[src/rtl/servo_pkg.sv]
// rtl/servo_pkg.sv - shared types, constants and angle saturation for the servo sequencer
package servo_pkg;

    typedef logic signed [17:0] angle_t;
    typedef logic [11:0]        step_t;

    localparam int ANGLE_FRAC = 7;

    typedef enum logic {
        IDLE,
        UPDATE
    } seq_state_t;

    function automatic angle_t sat_angle(input angle_t a, input int lo, input int hi);
        if (int'(a) > hi) return angle_t'(hi);
        if (int'(a) < lo) return angle_t'(lo);
        return a;
    endfunction

endpackage

[src/rtl/servo_motion_sequencer_if.sv]
// rtl/servo_motion_sequencer_if.sv - joint move command channel
interface servo_motion_sequencer_if #(
    parameter int NUM_JOINTS = 4
);
    import servo_pkg::*;

    localparam int JIDX_W = (NUM_JOINTS > 1) ? $clog2(NUM_JOINTS) : 1;

    logic              cmd_valid;
    logic              cmd_ready;
    logic [JIDX_W-1:0] cmd_joint;
    angle_t            cmd_angle;
    step_t             cmd_step;

    modport master (output cmd_valid, cmd_joint, cmd_angle, cmd_step, input cmd_ready);
    modport slave  (input cmd_valid, cmd_joint, cmd_angle, cmd_step, output cmd_ready);

endinterface

[src/rtl/servo_frame_timer.sv]
// rtl/servo_frame_timer.sv - free-running frame counter with a one-cycle boundary tick
module servo_frame_timer #(
    parameter int FRAME_CYCLES = 2_000_000
) (
    input  logic clock,
    input  logic reset,
    output logic frame_tick
);

    localparam int CNT_W = (FRAME_CYCLES > 1) ? $clog2(FRAME_CYCLES) : 1;
    localparam logic [CNT_W-1:0] LAST = CNT_W'(FRAME_CYCLES - 1);

    logic [CNT_W-1:0] cnt_q, cnt_d;

    assign frame_tick = (cnt_q == LAST);

    always_comb begin
        cnt_d = cnt_q + 1'b1;
        if (frame_tick) cnt_d = '0;
    end

    always_ff @(posedge clock or posedge reset) begin
        if (reset) cnt_q <= '0;
        else       cnt_q <= cnt_d;
    end

endmodule

[src/rtl/servo_motion_sequencer.sv]
// rtl/servo_motion_sequencer.sv - per-frame ramping of commanded servo angles toward targets
module servo_motion_sequencer
    import servo_pkg::*;
#(
    parameter int NUM_JOINTS   = 4,
    parameter int FRAME_CYCLES = 2_000_000,
    parameter int MAX_ANGLE    = 60 << ANGLE_FRAC,
    parameter int MIN_ANGLE    = -(60 << ANGLE_FRAC)
) (
    input  logic                     clock,
    input  logic                     reset,
    servo_motion_sequencer_if.slave  cmd,
    output angle_t [NUM_JOINTS-1:0]  angle,
    output logic   [NUM_JOINTS-1:0]  en,
    output logic   [NUM_JOINTS-1:0]  moving,
    output logic                     all_idle,
    output logic                     frame_tick,
    output logic                     cmd_clamped,
    output logic                     cmd_bad_joint
);

    localparam int JIDX_W = (NUM_JOINTS > 1) ? $clog2(NUM_JOINTS) : 1;

    seq_state_t                state_q, state_d;
    logic [JIDX_W-1:0]         jidx_q, jidx_d;
    angle_t [NUM_JOINTS-1:0]   angle_q, angle_d;
    angle_t [NUM_JOINTS-1:0]   target_q, target_d;
    step_t  [NUM_JOINTS-1:0]   step_q, step_d;
    logic   [NUM_JOINTS-1:0]   en_q, en_d;
    logic   [NUM_JOINTS-1:0]   moving_q, moving_d;
    logic                      cmd_clamped_q, cmd_clamped_d;
    logic                      cmd_bad_joint_q, cmd_bad_joint_d;

    logic              accept;
    logic              bad_joint;
    angle_t            cmd_sat;
    angle_t            cur_angle, cur_target, step_ext, stepped;
    step_t             cur_step;
    logic signed [18:0] diff;
    logic [18:0]       abs_diff;

    servo_frame_timer #(.FRAME_CYCLES(FRAME_CYCLES)) u_timer (
        .clock      (clock),
        .reset      (reset),
        .frame_tick (frame_tick)
    );

    assign cmd.cmd_ready = (state_q == IDLE) && !reset;
    assign accept        = cmd.cmd_valid && cmd.cmd_ready;
    assign bad_joint     = int'(cmd.cmd_joint) >= NUM_JOINTS;
    assign cmd_sat       = sat_angle(cmd.cmd_angle, MIN_ANGLE, MAX_ANGLE);

    // Single shared ramp datapath, muxed onto the joint selected by the sweep index.
    always_comb begin
        cur_angle  = '0;
        cur_target = '0;
        cur_step   = '0;
        for (int j = 0; j < NUM_JOINTS; j++) begin
            if (int'(jidx_q) == j) begin
                cur_angle  = angle_q[j];
                cur_target = target_q[j];
                cur_step   = step_q[j];
            end
        end
        diff     = {cur_target[17], cur_target} - {cur_angle[17], cur_angle};
        abs_diff = diff[18] ? -diff : diff;
        step_ext = {6'b0, cur_step};
        stepped  = diff[18] ? cur_angle - step_ext : cur_angle + step_ext;
    end

    always_comb begin
        state_d         = state_q;
        jidx_d          = jidx_q;
        angle_d         = angle_q;
        target_d        = target_q;
        step_d          = step_q;
        en_d            = en_q;
        moving_d        = moving_q;
        cmd_clamped_d   = 1'b0;
        cmd_bad_joint_d = 1'b0;

        if (accept) begin
            if (bad_joint) begin
                cmd_bad_joint_d = 1'b1;
            end else begin
                cmd_clamped_d = (cmd_sat != cmd.cmd_angle);
                for (int j = 0; j < NUM_JOINTS; j++) begin
                    if (int'(cmd.cmd_joint) == j) begin
                        target_d[j] = cmd_sat;
                        step_d[j]   = cmd.cmd_step;
                        en_d[j]     = 1'b1;
                        moving_d[j] = (cmd_sat != angle_q[j]);
                    end
                end
            end
        end

        case (state_q)
            IDLE: begin
                if (frame_tick) begin
                    state_d = UPDATE;
                    jidx_d  = '0;
                end
            end
            UPDATE: begin
                for (int j = 0; j < NUM_JOINTS; j++) begin
                    if (int'(jidx_q) == j && en_q[j]) begin
                        if (cur_step == '0 || abs_diff <= {7'b0, cur_step}) begin
                            angle_d[j]  = cur_target;
                            moving_d[j] = 1'b0;
                        end else begin
                            angle_d[j]  = stepped;
                        end
                    end
                end
                if (int'(jidx_q) == NUM_JOINTS - 1) state_d = IDLE;
                else                                jidx_d  = jidx_q + 1'b1;
            end
            default: state_d = IDLE;
        endcase
    end

    always_ff @(posedge clock or posedge reset) begin
        if (reset) begin
            state_q         <= IDLE;
            jidx_q          <= '0;
            angle_q         <= '0;
            target_q        <= '0;
            step_q          <= '0;
            en_q            <= '0;
            moving_q        <= '0;
            cmd_clamped_q   <= 1'b0;
            cmd_bad_joint_q <= 1'b0;
        end else begin
            state_q         <= state_d;
            jidx_q          <= jidx_d;
            angle_q         <= angle_d;
            target_q        <= target_d;
            step_q          <= step_d;
            en_q            <= en_d;
            moving_q        <= moving_d;
            cmd_clamped_q   <= cmd_clamped_d;
            cmd_bad_joint_q <= cmd_bad_joint_d;
        end
    end

    assign angle         = angle_q;
    assign en            = en_q;
    assign moving        = moving_q;
    assign all_idle      = ~|moving_q;
    assign cmd_clamped   = cmd_clamped_q;
    assign cmd_bad_joint = cmd_bad_joint_q;

endmodule
[src/flat_wrapper.sv]
// flat-port wrapper written by rule: the top's interface ports become plain ports
module servo_motion_sequencer_flat import servo_pkg::*;
#(
    parameter int NUM_JOINTS   = 4,
    parameter int FRAME_CYCLES = 2_000_000,
    parameter int MAX_ANGLE    = 60 << ANGLE_FRAC,
    parameter int MIN_ANGLE    = -(60 << ANGLE_FRAC)
)
  (clock, reset, angle, en, moving, all_idle, frame_tick, cmd_clamped, cmd_bad_joint, cmd_cmd_valid, cmd_cmd_joint, cmd_cmd_angle, cmd_cmd_step, cmd_cmd_ready);
  servo_motion_sequencer_if #(.NUM_JOINTS(NUM_JOINTS)) cmd_i ();
  input  logic clock;
  input  logic reset;
  output angle_t [NUM_JOINTS-1:0] angle;
  output logic   [NUM_JOINTS-1:0] en;
  output logic   [NUM_JOINTS-1:0] moving;
  output logic all_idle;
  output logic frame_tick;
  output logic cmd_clamped;
  output logic cmd_bad_joint;
  input wire logic [$bits(cmd_i.cmd_valid)-1:0] cmd_cmd_valid;
  input wire logic [$bits(cmd_i.cmd_joint)-1:0] cmd_cmd_joint;
  input wire logic [$bits(cmd_i.cmd_angle)-1:0] cmd_cmd_angle;
  input wire logic [$bits(cmd_i.cmd_step)-1:0] cmd_cmd_step;
  output wire logic [$bits(cmd_i.cmd_ready)-1:0] cmd_cmd_ready;
  assign cmd_i.cmd_valid = cmd_cmd_valid;
  assign cmd_i.cmd_joint = cmd_cmd_joint;
  assign cmd_i.cmd_angle = cmd_cmd_angle;
  assign cmd_i.cmd_step = cmd_cmd_step;
  assign cmd_cmd_ready = cmd_i.cmd_ready;
  servo_motion_sequencer #(.NUM_JOINTS(NUM_JOINTS), .FRAME_CYCLES(FRAME_CYCLES), .MAX_ANGLE(MAX_ANGLE), .MIN_ANGLE(MIN_ANGLE)) u_core (.clock(clock), .reset(reset), .cmd(cmd_i), .angle(angle), .en(en), .moving(moving), .all_idle(all_idle), .frame_tick(frame_tick), .cmd_clamped(cmd_clamped), .cmd_bad_joint(cmd_bad_joint));
endmodule
[config.mk]
export PLATFORM = sky130hd
export DESIGN_NAME = servo_motion_sequencer_flat
export DESIGN_NICKNAME = d
export VERILOG_FILES = /design/src/rtl/servo_pkg.sv /design/src/rtl/servo_motion_sequencer_if.sv /design/src/rtl/servo_frame_timer.sv /design/src/rtl/servo_motion_sequencer.sv /design/src/flat_wrapper.sv
export SDC_FILE = /design/constraint.sdc
export NUM_CORES = 1
export LEC_CHECK = 0
export ABC_AREA = 1
export CORE_ASPECT_RATIO = 1.25
export CORE_MARGIN = 2
export CORE_UTILIZATION = 45
export CTS_CLUSTER_DIAMETER = 100
export DETAILED_ROUTE_END_ITERATION = 8
export PLACE_DENSITY = 0.67
export SYNTH_ARGS = -nofsm -noshare
export SYNTH_HDL_FRONTEND = slang
export SYNTH_SLANG_ARGS = --single-unit
[constraint.sdc]
create_clock -name clock -period 7.05 [get_ports clock]
set_clock_uncertainty 0.05 [all_clocks]
set_input_delay 1.41 -clock clock [delete_from_list [all_inputs] [get_ports clock]]
set_output_delay 1.41 -clock clock [all_outputs]
set_load 0.01 [all_outputs]
# Word level (Yosys, flattened, before mapping)
# Cells that the tools add are included.
[word_totals]
ff_bits = 225
in_bits = 35
out_inout_bits = 85
word_cells = 111
[classes]
add_sub_neg = 6
n_lt_le_gt_ge = 3
n_eq_ne = 14
muxes = 44
bitwise = 1
reduce_logical = 22
[op_table]
columns = ["op", "n"]
rows = [
  ["$mux W18", 14],
  ["$ne A18 B18 Y1", 5],
  ["$mux W12", 4],
  ["$add A21 B1 Y21 const B", 1],
  ["$eq A21 B21 Y1 const B", 1],
  ["$mux W21", 1],
  ["$le A19 B12 Y1", 1],
  ["$mux W19", 1],
  ["$neg A19 Y19", 1],
  ["$sub A18 B18 Y19", 1],
  ["$add A18 B13 Y18", 1],
  ["$gt A18 B14 Y1 const B", 1],
  ["$lt A18 B14 Y1 const B", 1],
  ["$mux W1", 18],
  ["$reduce_and A2 Y1", 9],
  ["$sub A18 B13 Y18", 1],
  ["$logic_not A12 Y1", 1],
  ["$eq A2 B2 Y1 const B", 4],
  ["$mux W4", 2],
  ["$logic_and A1 B1 Y1", 6],
  ["$eq A2 B1 Y1 const B", 2],
  ["$logic_not A2 Y1", 2],
  ["$mux W2", 2],
  ["$ne A2 B2 Y1 const B", 2],
  ["other kinds (7)", 8],
]

# Logic depth before layout (Yosys ltp)
# Gate-level depths: netlist (run 1).
[depth]
ltp_word = 13
depth_mapped = 44
depth_no_buf = 41

# Modules after synthesis
# Synthesis (run 1) repeated with hierarchy kept, for this count alone.
[unflattened]
cells_unflattened = 2001
area_unflattened_um2 = 14667.8
[by_module_without_submodules]
columns = ["mod", "instances", "cells_each", "area_per_inst_um2", "seq_area_each_um2"]
rows = [
  ["servo_motion_sequencer", 1, 1818, 13379.1, 5104.9],
  ["servo_frame_timer", 1, 183, 1288.7, 525.5],
]

# Worst setup path after synthesis (run 1)
# Ideal clock, no wire load.
[synth_path]
path_kind = "register to register"
startpoint = "reg u_core.jidx_q[0]"
endpoint = "reg u_core.angle_q (netlist bit u_core.angle[16])"
setup_ns = 0.065
arrival_ns = 6.331
required_ns = 6.935
setup_slack_ns = 0.603
stages_incl_launch_ff = 41
path_buffers = 7
period_less_slack_ns = 6.447
cell_sequence = "dfrtp_1 > inv_1 > ha_1 > buf_6 > clkbuf_1 > clkbuf_1 > clkbuf_1 > buf_1 > a21oi_1 > a22oi_1 > inv_1 > ha_1 > a21oi_1 > o21ai_0 > a21oi_1 > nor2_1 > a211oi_1 > nand2_1 > [5 not listed] > nand2_1 > xnor2_1 > ha_1 > inv_1 > nor3_1 > nand2_1 > o211ai_1 > a21oi_1 > o21bai_1 > a21oi_1 > o21bai_1 > a31oi_1 > o21ai_0 > xor2_1 > nand3_1 > nand2_1 > nand2_1 > nand2_1"
[synth_between]
elab_chain_len = 11
elab_cells_between_ends = 28
cone_classes = "add/sub (4); order compare (1); eq/ne (3); mux (15); reduce/logical (5)"
[synth_rtl]
columns = ["element", "line_no", "source"]
rows = [
  ["start: declaration", "servo_motion_sequencer.sv:25", "logic [JIDX_W-1:0] jidx_q, jidx_d;"],
  ["start signal: assignment", "servo_motion_sequencer.sv:136", "jidx_q <= jidx_d;"],
  ["$logic_not A2 Y1", "servo_motion_sequencer.sv:59, servo_motion_sequencer.sv:107", ""],
  ["$mux W18 (4 in a row)", "servo_motion_sequencer.sv:59", "if (int'(jidx_q) == j) begin"],
  ["$sub A18 B18 Y19", "servo_motion_sequencer.sv:65", "diff = {cur_target[17], cur_target} - {cur_angle[17], cur_angle};"],
  ["$neg A19 Y19", "servo_motion_sequencer.sv:66", "abs_diff = diff[18] ? -diff : diff;"],
  ["$mux W19", "servo_motion_sequencer.sv:66", ""],
  ["$le A19 B12 Y1", "servo_motion_sequencer.sv:108", "if (cur_step == '0 || abs_diff <= {7'b0, cur_step}) begin"],
  ["$logic_or A1 B1 Y1", "servo_motion_sequencer.sv:108", ""],
  ["$mux W18", "servo_motion_sequencer.sv:108", ""],
  ["end signal: assignment", "servo_motion_sequencer.sv:137", "angle_q <= angle_d;"],
  ["end: declaration", "servo_motion_sequencer.sv:26", "angle_t [NUM_JOINTS-1:0] angle_q, angle_d;"],
]
# Several ways; a longest one is shown, not always the timed one.
# A chain may end at the register's enable or synchronous reset.

# Final worst setup path (run 1)
# Ends and elaborated chain as after synthesis.

==> impl_metrics.json, run 1 <==
{
  "critPathLaunchType": "register",
  "antenna_cells": 0,
  "hold_depth": 2,
  "clk_latency_ns": 0.57,
  "min_period_ns": 6.48,
  "hpwl_um": 36400,
  "finalHoldViolCount": 0,
  "finalSetupTns_ns": 0,
  "end_kind": "register",
  "maxSlewViolCount": 0,
  "cp_data_required_time_ns": 7.50,
  "ys_ff_latch": 225,
  "path_class": "register to register",
  "die_y_um": 204,
  "reg2reg_slack_ns": 0.57,
  "yosysSeqAreaShare_pct": 39.0,
  "cap_violations": 0,
  "dp_cells": 2428,
  "vias": 14400,
  "syn_area_per_cell_um2": 7.39,
  "status": "completed",
  "wirelength_um": 51200,
  "die-area_um2": 33500,
  "cts.sinks": 225,
  "hp-class": "register to register",
  "die_w_um": 164,
  "period_share_pct": 91.9,
  "arrival_ns": 6.93,
  "final_cell_count_no_fill": 2475,
  "fmax_mhz": 154,
  "port_buffers": 118,
  "final_nets": 2135,
  "grt_usage_pct": 31.0,
  "final_common_cell": "nand2_1",
  "firstDrtPassIters": 6,
  "path_clk_slew_ns": 0.06,
  "cts_buffers": 26,
  "synth.area.top_cells": "dfrtp_1, nand2_1, o21ai_0",
  "path_delay_family": "compound AO/OA/AOI/OAI gates",
  "fillerInstances": 3084,
  "synth_top_area_share_pct": 39.0,
  "ios": 120,
  "synth_cell_types": 51,
  "ir_drop_uv": 188,
  "grt_max_degree": 183,
  "grt_pass1_vias": 14200,
  "drive_gt1_share_pct": 6.74,
  "hold_buffers": 0,
  "antenna_left": 0,
  "worstMarginPinSlew_ns": 1.23,
  "cts-root-buf": "clkbuf_16",
  "r2r_cells": 34,
  "drtIter0Drc": 1620,
  "slew_headroom_pct": 17.6,
  "synth_largest_area_cell": "dfrtp_1",
  "synthCells": 1951,
  "syn_area_um2": 14400,
  "critPathBufInv": 3,
  "timing.rr.start": "u_core.jidx_q[0]",
  "grt_pass1_wl_um": 79800,
  "rsz0062_at_grt": "no",
  "r2r-end": "u_core.angle[16]",
  "clk_path_buf_depth": 3,
  "htreeDepth": 1,
  "slowest_delay_ns": 0.40,
  "holdPathEnd": "u_core.target_q[22]",
  "wl_per_cell_um": 20.7,
  "syn_to_final_growth_pct": 17.7,
  "syn-num-nets": 2042,
  "fin_total_pwr_mw": 4.38,
  "cp_slowest_cell": "dfrtp_1",
  "fp-row-count": 73,
  "antenna_found_initial": 0,
  "synth_warnings": 0,
  "final_cell_mix": "nand2_1, dfrtp_1, inv_1, o21ai_0, nand3_1",
  "power.density_nw_per_um2": 258,
  "vias_per_cell": 5.81,
  "cts_tree": "yes",
  "crit_fanout": 27,
  "leakagePower_nw": 8.35,
  "setup_viol_count_final": 0,
  "crit_top_cell": "nand2_1",
  "drc": 0,
  "fin_util_pct": 53.6,
  "gp_congestion": 0.981,
  "core_area_um2": 31700,
  "min_from": "u_core.target_q[22]",
  "grt.overflow.total": 0,
  "start_util_pct": 45.5
}
## worst max-delay path by stage
stage               slack (ns)  depth (start not counted)          endpoint        startpoint
floorplan                 0.60                         40  u_core.angle[16]  u_core.jidx_q[0]
CTS                       0.30                         34  u_core.angle[16]  u_core.jidx_q[0]
finish                    0.57                         34  u_core.angle[16]  u_core.jidx_q[0]
global route              0.02                         34  u_core.angle[52]  u_core.jidx_q[1]
global placement          0.48                         37  u_core.angle[17]  u_core.jidx_q[1]
detailed placement        0.34                         34  u_core.angle[16]  u_core.jidx_q[0]
## logic make-up after synthesis
logic type,after synthesis,share of synthesized area [%]
AOI/OAI and AO/OA,447,17.6
xor gates and xnor gates,75,4.55
adders and majority gates,56,4.96
buffers and inverters,301,8.16
DFF,225,39.0
other,1,0.0260
and+or+nand+nor,846,25.6
## metrics by stage
step                cell area (µm²)  setup WS (ns)  hold slack, ns
finish                        17000          0.571           0.431
global route                  17000         0.0248           0.459
CTS                           17000          0.304           0.433
global placement              16000          0.480           0.411
floorplan                     14400          0.603           0.398
detailed placement            16000          0.342           0.418
## routing by layer
layer / track usage, % / vias to the layer above / part of all wire (%)
li1: - / 6660 / -
met1: 40.8 / 6849 / 41
met2: 48.5 / 703 / 44
met3: 4.99 / 159 / 8.2
met4: 17.4 / 0 / 6.2
met5: 0 / - / 0
## what timing repair did
| item | in CTS | in global routing |
|---|---|---|
| gates resized for setup | 0 | 4 |
| buffers inserted | 0 | 0 |
| setup endpoints to repair | 0 | 76 |
## sequential cells by signal, indices dropped and copies added, names as in the netlist
signal / count
u_core.target_q: 72
u_core.cmd_clamped: 1
u_core.moving: 4
u_core.u_timer.cnt_q: 21
u_core.step_q: 48
u_core.en: 4
u_core.jidx_q: 2
u_core.state_q: 1
u_core.angle: 72
## report_power, final
part	internal, mW	total (mW)	switching [mW]
clock	0.868	1.46	0.591
sequential	1.41	1.47	0.0611
combinational	0.481	1.45	0.973
## cell type report
type | instances | area (µm²) | share of cell area, %
Clock buffer | 34 | 711 | 4.19
Inverter | 218 | 826 | 4.86
Tap cell | 412 | 515 | 3.04
Multi-Input combinational cell | 1425 | 7660 | 45.1
Sequential cell | 225 | 5630 | 33.2
Clock inverter | 13 | 213 | 1.25
Timing Repair Buffer | 148 | 1420 | 8.38
## synthesized netlist by cell type, drive strengths merged
cell,count
nand3b,4
a221oi,10
o211ai,5
o21a,17
and2,1
dfrtp,225
buf,15
inv,213
nand3,160
nand4,17
ha,54
o21bai,7
nor4,14
o221ai,1
nand2,533
xor2,54
a21o,3
nor3,24
o41ai,1
a21oi,135
or2,3
o2111ai,5
o2111a,1
nor2,90
o31ai,9
clkinv,5
o2bb2ai,1
o22ai,22
xnor2,21
a2111oi,1
a211oi,4
fa,2
a221o,1
o21ai,197
conb,1
clkbuf,68
a22oi,21
a31oi,6
## worst reg2reg max path: cells and delay by family (launching register included)
| family | cells | cell delay [ns] |
|---|---|---|
| flops | 1 | 0.40 |
| xor+xnor | 2 | 0.32 |
| fa+ha+maj | 3 | 0.98 |
| compound gates | 13 | 2.46 |
| buf+inv | 3 | 0.70 |
| simple gates | 13 | 1.52 |
Note: power is estimated with default switching activity, not from simulation.
==> run 2, diff against run 1 <==
==> constraint.sdc (replaced) <==
create_clock -name clock -period 7.05 [get_ports clock]
set_clock_uncertainty 0.05 [all_clocks]
set_input_delay 0.705 -clock clock [delete_from_list [all_inputs] [get_ports clock]]
set_output_delay 0.705 -clock clock [all_outputs]
set_load 0.01 [all_outputs]
==> run 2 against run 1 <==
Effect of this change:
- critical path type unchanged
- maximum frequency shrank 2.0%
- design area shrank 0.78%
- combinational power is essentially flat
- register-to-register slack lost 0.14 ns
- count of clock-buffer cells in the layout grew 5
- sequential cell count is the same
- worst hold slack lost 0.0017 ns
- sequential power is essentially flat
- die area is the same
- critical path depth grew 1
- non-clock buffer count shrank 1
- utilization shrank 0.42 points
==> impl_metrics.json, run 2 (synthesis gave the netlist of run 1 again) <==
{
  "firstDrtPassIters": 5,
  "drive_gt1_share_pct": 6.31,
  "cts_tree": "yes",
  "path_clk_slew_ns": 0.07,
  "grt_max_degree": 141,
  "grt_pass1_vias": 13700,
  "grt_pass1_wl_um": 79900,
  "setup_viol_count_final": 0,
  "finalSetupTns_ns": 0,
  "final_cell_count_no_fill": 2471,
  "power.density_nw_per_um2": 251,
  "final_area_um2": 16800,
  "comb_power_share_pct": 34.1,
  "clk_latency_ns": 0.56,
  "gp_congestion": 0.979,
  "cts_buffers": 25,
  "start_util_pct": 45.5,
  "cts-root-buf": "clkbuf_16",
  "antenna_found_initial": 0,
  "hold_buffers": 0,
  "fin_util_pct": 53.2,
  "core_area_um2": 31700,
  "hp-class": "register to register",
  "critPathLaunchType": "register",
  "end_kind": "register",
  "cp_data_required_time_ns": 7.44,
  "die_w_um": 164,
  "slew_headroom_pct": 19.2,
  "rsz0062_at_grt": "no",
  "hpwl_um": 36900,
  "grt_usage_pct": 31.2,
  "fin_ws_ns": 0.435,
  "final_common_cell": "nand2_1",
  "drc": 0,
  "status": "completed",
  "path_class": "register to register",
  "vias_per_cell": 5.72,
  "timing.rr.start": "u_core.jidx_q[1]",
  "crit_top_cell": "nand2_1",
  "maxSlewViolCount": 0,
  "worstMarginPinSlew_ns": 1.20,
  "p_switching_mw": 1.59,
  "grt.overflow.total": 0,
  "cap_violations": 0,
  "leakagePower_nw": 8.29,
  "dp_cells": 2427,
  "fp-row-count": 73,
  "fin_total_pwr_mw": 4.23,
  "final_cell_mix": "nand2_1, dfrtp_1, inv_1, o21ai_0, nand3_1",
  "drtIter0Drc": 1330,
  "final_nets": 2133,
  "whs_ns": 0.429,
  "die_y_um": 204,
  "period_share_pct": 93.8,
  "clkPwrFrac_pct": 31.1,
  "swShare_pct": 37.6,
  "htreeDepth": 1,
  "cp-startpoint": "u_core.jidx_q[1]",
  "die-area_um2": 33500,
  "clk_path_buf_depth": 3,
  "crit_fanout": 27,
  "antenna_left": 0,
  "fmax_mhz": 151,
  "arrival_ns": 7.01,
  "cts_setup_buffers": 0,
  "r2r_cells": 35,
  "finalHoldViolCount": 0,
  "syn_to_final_growth_pct": 16.8,
  "vias": 14100,
  "post_dp_cell_area_um2": 16000,
  "min_from": "u_core.target_q[19]",
  "ir_drop_uv": 153,
  "hold_depth": 2,
  "ctsResizeCount": 0,
  "port_buffers": 118,
  "pwr-share-seq_pct": 34.8,
  "p_int_mw": 2.64,
  "min_period_ns": 6.61,
  "slowest_delay_ns": 0.44,
  "antenna_cells": 0,
  "pre_cts_slack_ns": 0.305,
  "ios": 120,
  "cts.sinks": 225,
  "wirelength_um": 51800,
  "cp_slowest_cell": "nand2_1",
  "wl_per_cell_um": 20.9
}
## run 2: cell count changes in the layout (fill, tap and decap cells not counted), sizes merged
cell and change:
clkinvlp -3, bufinv -3, clkinv -2, clkbuf +5, buf -1
## run 2: power by group through the flow
stage / logic (mW) / clock network [mW] / registers (mW)
4_1_cts: 1.43 / 1.33 / 1.47
3_3_place_gp: 1.40 / 0 / 1.48
6_report: 1.44 / 1.32 / 1.47
5_1_grt: 1.62 / 1.38 / 1.48
3_5_place_dp: 1.42 / 0 / 1.49
2_1_floorplan: 1.03 / 0 / 1.47
## run 2: final timing paths
kind | to | slack [ns]
max in group asynchronous | u_core.step_q[47] | 4.60
setup / recovery | u_core.angle[17] | 0.44
min in group asynchronous | u_core.jidx_q[1] | 0.72
hold / removal | u_core.target_q[19] | 0.43
setup reg to reg | u_core.angle[17] | 0.44
hold reg to reg | u_core.target_q[19] | 0.43
## run 2: worst max-delay path: cells and delay by family (launching register included)
kind	cells	cell delay [ns]
adder cells (fa/ha/maj)	4	1.20
XOR/XNOR	2	0.32
AND/OR/NAND/NOR	15	1.92
AO/OA/AOI/OAI	8	1.51
flip-flops	1	0.42
buffers and inverters	6	1.03
## run 2: final cells by class
type | instances | area, µm²
flip-flops and latches | 225 | 5630
multi-input cells | 1425 | 7670
fillers | 3077 | 14800
inverters | 218 | 830
well taps | 412 | 515
clock buffers | 39 | 728
repair buffers | 147 | 1400
clock inverters | 5 | 72.6
## run 2: metal layers
metal | up-vias | global-route usage (%) | wire length, µm
met4 | 0 | 15.3 | 2940
met2 | 683 | 49.5 | 23500
li1 | 6648 | - | -
met1 | 6648 | 41.7 | 21300
met3 | 150 | 4.55 | 4060
met5 | - | 0 | 0
==> run 3, diff against run 2 <==
PLACE_DENSITY = 0.79   (was 0.67)
==> run 3 against run 2 <==
Effect of this change:
- critical endpoint is now u_core.angle[13]
- critical path type unchanged
- critical path depth shrank 1
- non-clock buffer count is 3 higher
- die area is the same
- maximum frequency up 1.8%
- largest power group unchanged
==> impl_metrics.json, run 3 (synthesis gave the netlist of run 1 again) <==
{
  "status": "completed",
  "maxSlewViolCount": 0,
  "hp-class": "register to register",
  "antenna_cells": 0,
  "cts.sinks": 225,
  "final_area_um2": 16800,
  "cts_tree": "yes",
  "ctsResizeCount": 0,
  "vias_per_cell": 5.79,
  "path_class": "register to register",
  "leakagePower_nw": 8.29,
  "min_period_ns": 6.50,
  "power.density_nw_per_um2": 245,
  "port_buffers": 118,
  "r2r-end": "u_core.angle[13]",
  "final_nets": 2135,
  "die_y_um": 204,
  "die-area_um2": 33500,
  "fmax_mhz": 154,
  "min_from": "u_core.step_q[41]",
  "ir_drop_uv": 169,
  "drc": 0,
  "slew_headroom_pct": 17.6,
  "firstDrtPassIters": 5,
  "grt_usage_pct": 30.5,
  "cts_setup_buffers": 0,
  "grt_pass1_vias": 13900,
  "core_area_um2": 31700,
  "final_common_cell": "nand2_1",
  "critPathLaunchType": "register",
  "drive_gt1_share_pct": 6.60,
  "grt.overflow.total": 0,
  "fin_ws_ns": 0.550,
  "cp_data_required_time_ns": 7.43,
  "finalSetupTns_ns": 0,
  "post_dp_cell_area_um2": 16000,
  "path_clk_slew_ns": 0.06,
  "cap_violations": 0,
  "worstMarginPinSlew_ns": 1.23,
  "cts-root-buf": "clkbuf_16",
  "end_kind": "register",
  "drtIter0Drc": 1516,
  "setup_viol_count_final": 0,
  "holdPathEnd": "u_core.step_q[41]",
  "arrival_ns": 6.88,
  "antenna_found_initial": 0,
  "crit_fanout": 27,
  "syn_to_final_growth_pct": 16.7,
  "pre_cts_slack_ns": 0.379,
  "htreeDepth": 1,
  "crit_top_cell": "nand2_1",
  "slowest_delay_ns": 0.46,
  "gp_congestion": 1.02,
  "start_util_pct": 45.5,
  "final_cell_mix": "nand2_1, dfrtp_1, inv_1, o21ai_0, nand3_1",
  "fin_util_pct": 53.1,
  "hold_buffers": 0,
  "vias": 14300,
  "clk_latency_ns": 0.55,
  "wl_per_cell_um": 20.5,
  "whs_ns": 0.431,
  "antenna_left": 0,
  "finalHoldViolCount": 0,
  "ios": 120,
  "period_share_pct": 92.2,
  "rsz0062_at_grt": "no",
  "clk_path_buf_depth": 3,
  "fp-row-count": 73,
  "timing.rr.start": "u_core.jidx_q[1]",
  "hpwl_um": 36400,
  "r2r_cells": 34,
  "reg2reg_slack_ns": 0.55,
  "cp_slowest_cell": "a22oi_2",
  "hold_depth": 2,
  "grt_pass1_wl_um": 78700,
  "wirelength_um": 50800,
  "grt_max_degree": 126,
  "cts_buffers": 24,
  "die_w_um": 164
}
-- run 3: changes by cell type in the layout (fill, tap and decap cells not counted), sizes merged --
| cell | change |
|---|---|
| clkbuf | -6 |
| clkinv | +6 |
| buf | +3 |
| bufinv | -1 |
| clkinvlp | +1 |
| inv | -1 |
-- run 3: worst max-delay path by stage --
stage / startpoint / end / slack, ns / cells after the start
finish: u_core.jidx_q[1] / u_core.angle[13] / 0.55 / 34
global placement: u_core.jidx_q[0] / u_core.angle[17] / 0.44 / 34
global route: u_core.jidx_q[1] / u_core.angle[11] / 0.14 / 33
detailed placement: u_core.jidx_q[0] / u_core.angle[17] / 0.38 / 35
floorplan: reset / u_core.angle[0] / 0.13 / 1
CTS: u_core.jidx_q[0] / u_core.angle[17] / 0.36 / 35
-- run 3: per-stage QoR --
| step | cells | power [mW] |
|---|---|---|
| 6_report | 2473 | 4.13 |
| 2_1_floorplan | 1951 | 2.51 |
| 5_1_grt | 2473 | 4.39 |
| 3_5_place_dp | 2430 | 2.89 |
| 4_1_cts | 2473 | 4.12 |
| 3_3_place_gp | 2430 | 2.86 |
-- run 3: critical path: cells and delay by family (launching register included) --
| family | cells | cell delay, ns |
|---|---|---|
| AOI/OAI and AO/OA | 12 | 2.41 |
| buffers and inverters | 3 | 0.45 |
| xor gates and xnor gates | 2 | 0.34 |
| and+or+nand+nor | 14 | 1.74 |
| adders and majority gates | 3 | 0.96 |
| DFF | 1 | 0.38 |
-- run 3: area by class of cell --
cell class                 count  area (µm²)
fill                        2952       14900
multi-input combinational   1425        7670
sequential                   225        5630
timing repair buffer         150        1430
inverter                     218         826
clock buffer                  33         684
tap                          412         515
clock inverter                10        83.8
-- run 3: per-layer routing --
layer	track usage [%]	share of wire [%]	vias to the layer above
met5	0	0	-
met3	6.03	10	140
met4	15.6	5.6	0
li1	-	-	6650
met1	39.6	39	6746
met2	48.4	45	792
-- run 3: power breakdown --
group	switching [mW]	leakage, nW	total, mW	internal, mW
Combinational	0.953	4.97	1.44	0.483
Clock	0.540	0.376	1.22	0.685
Sequential	0.0591	2.95	1.47	1.41
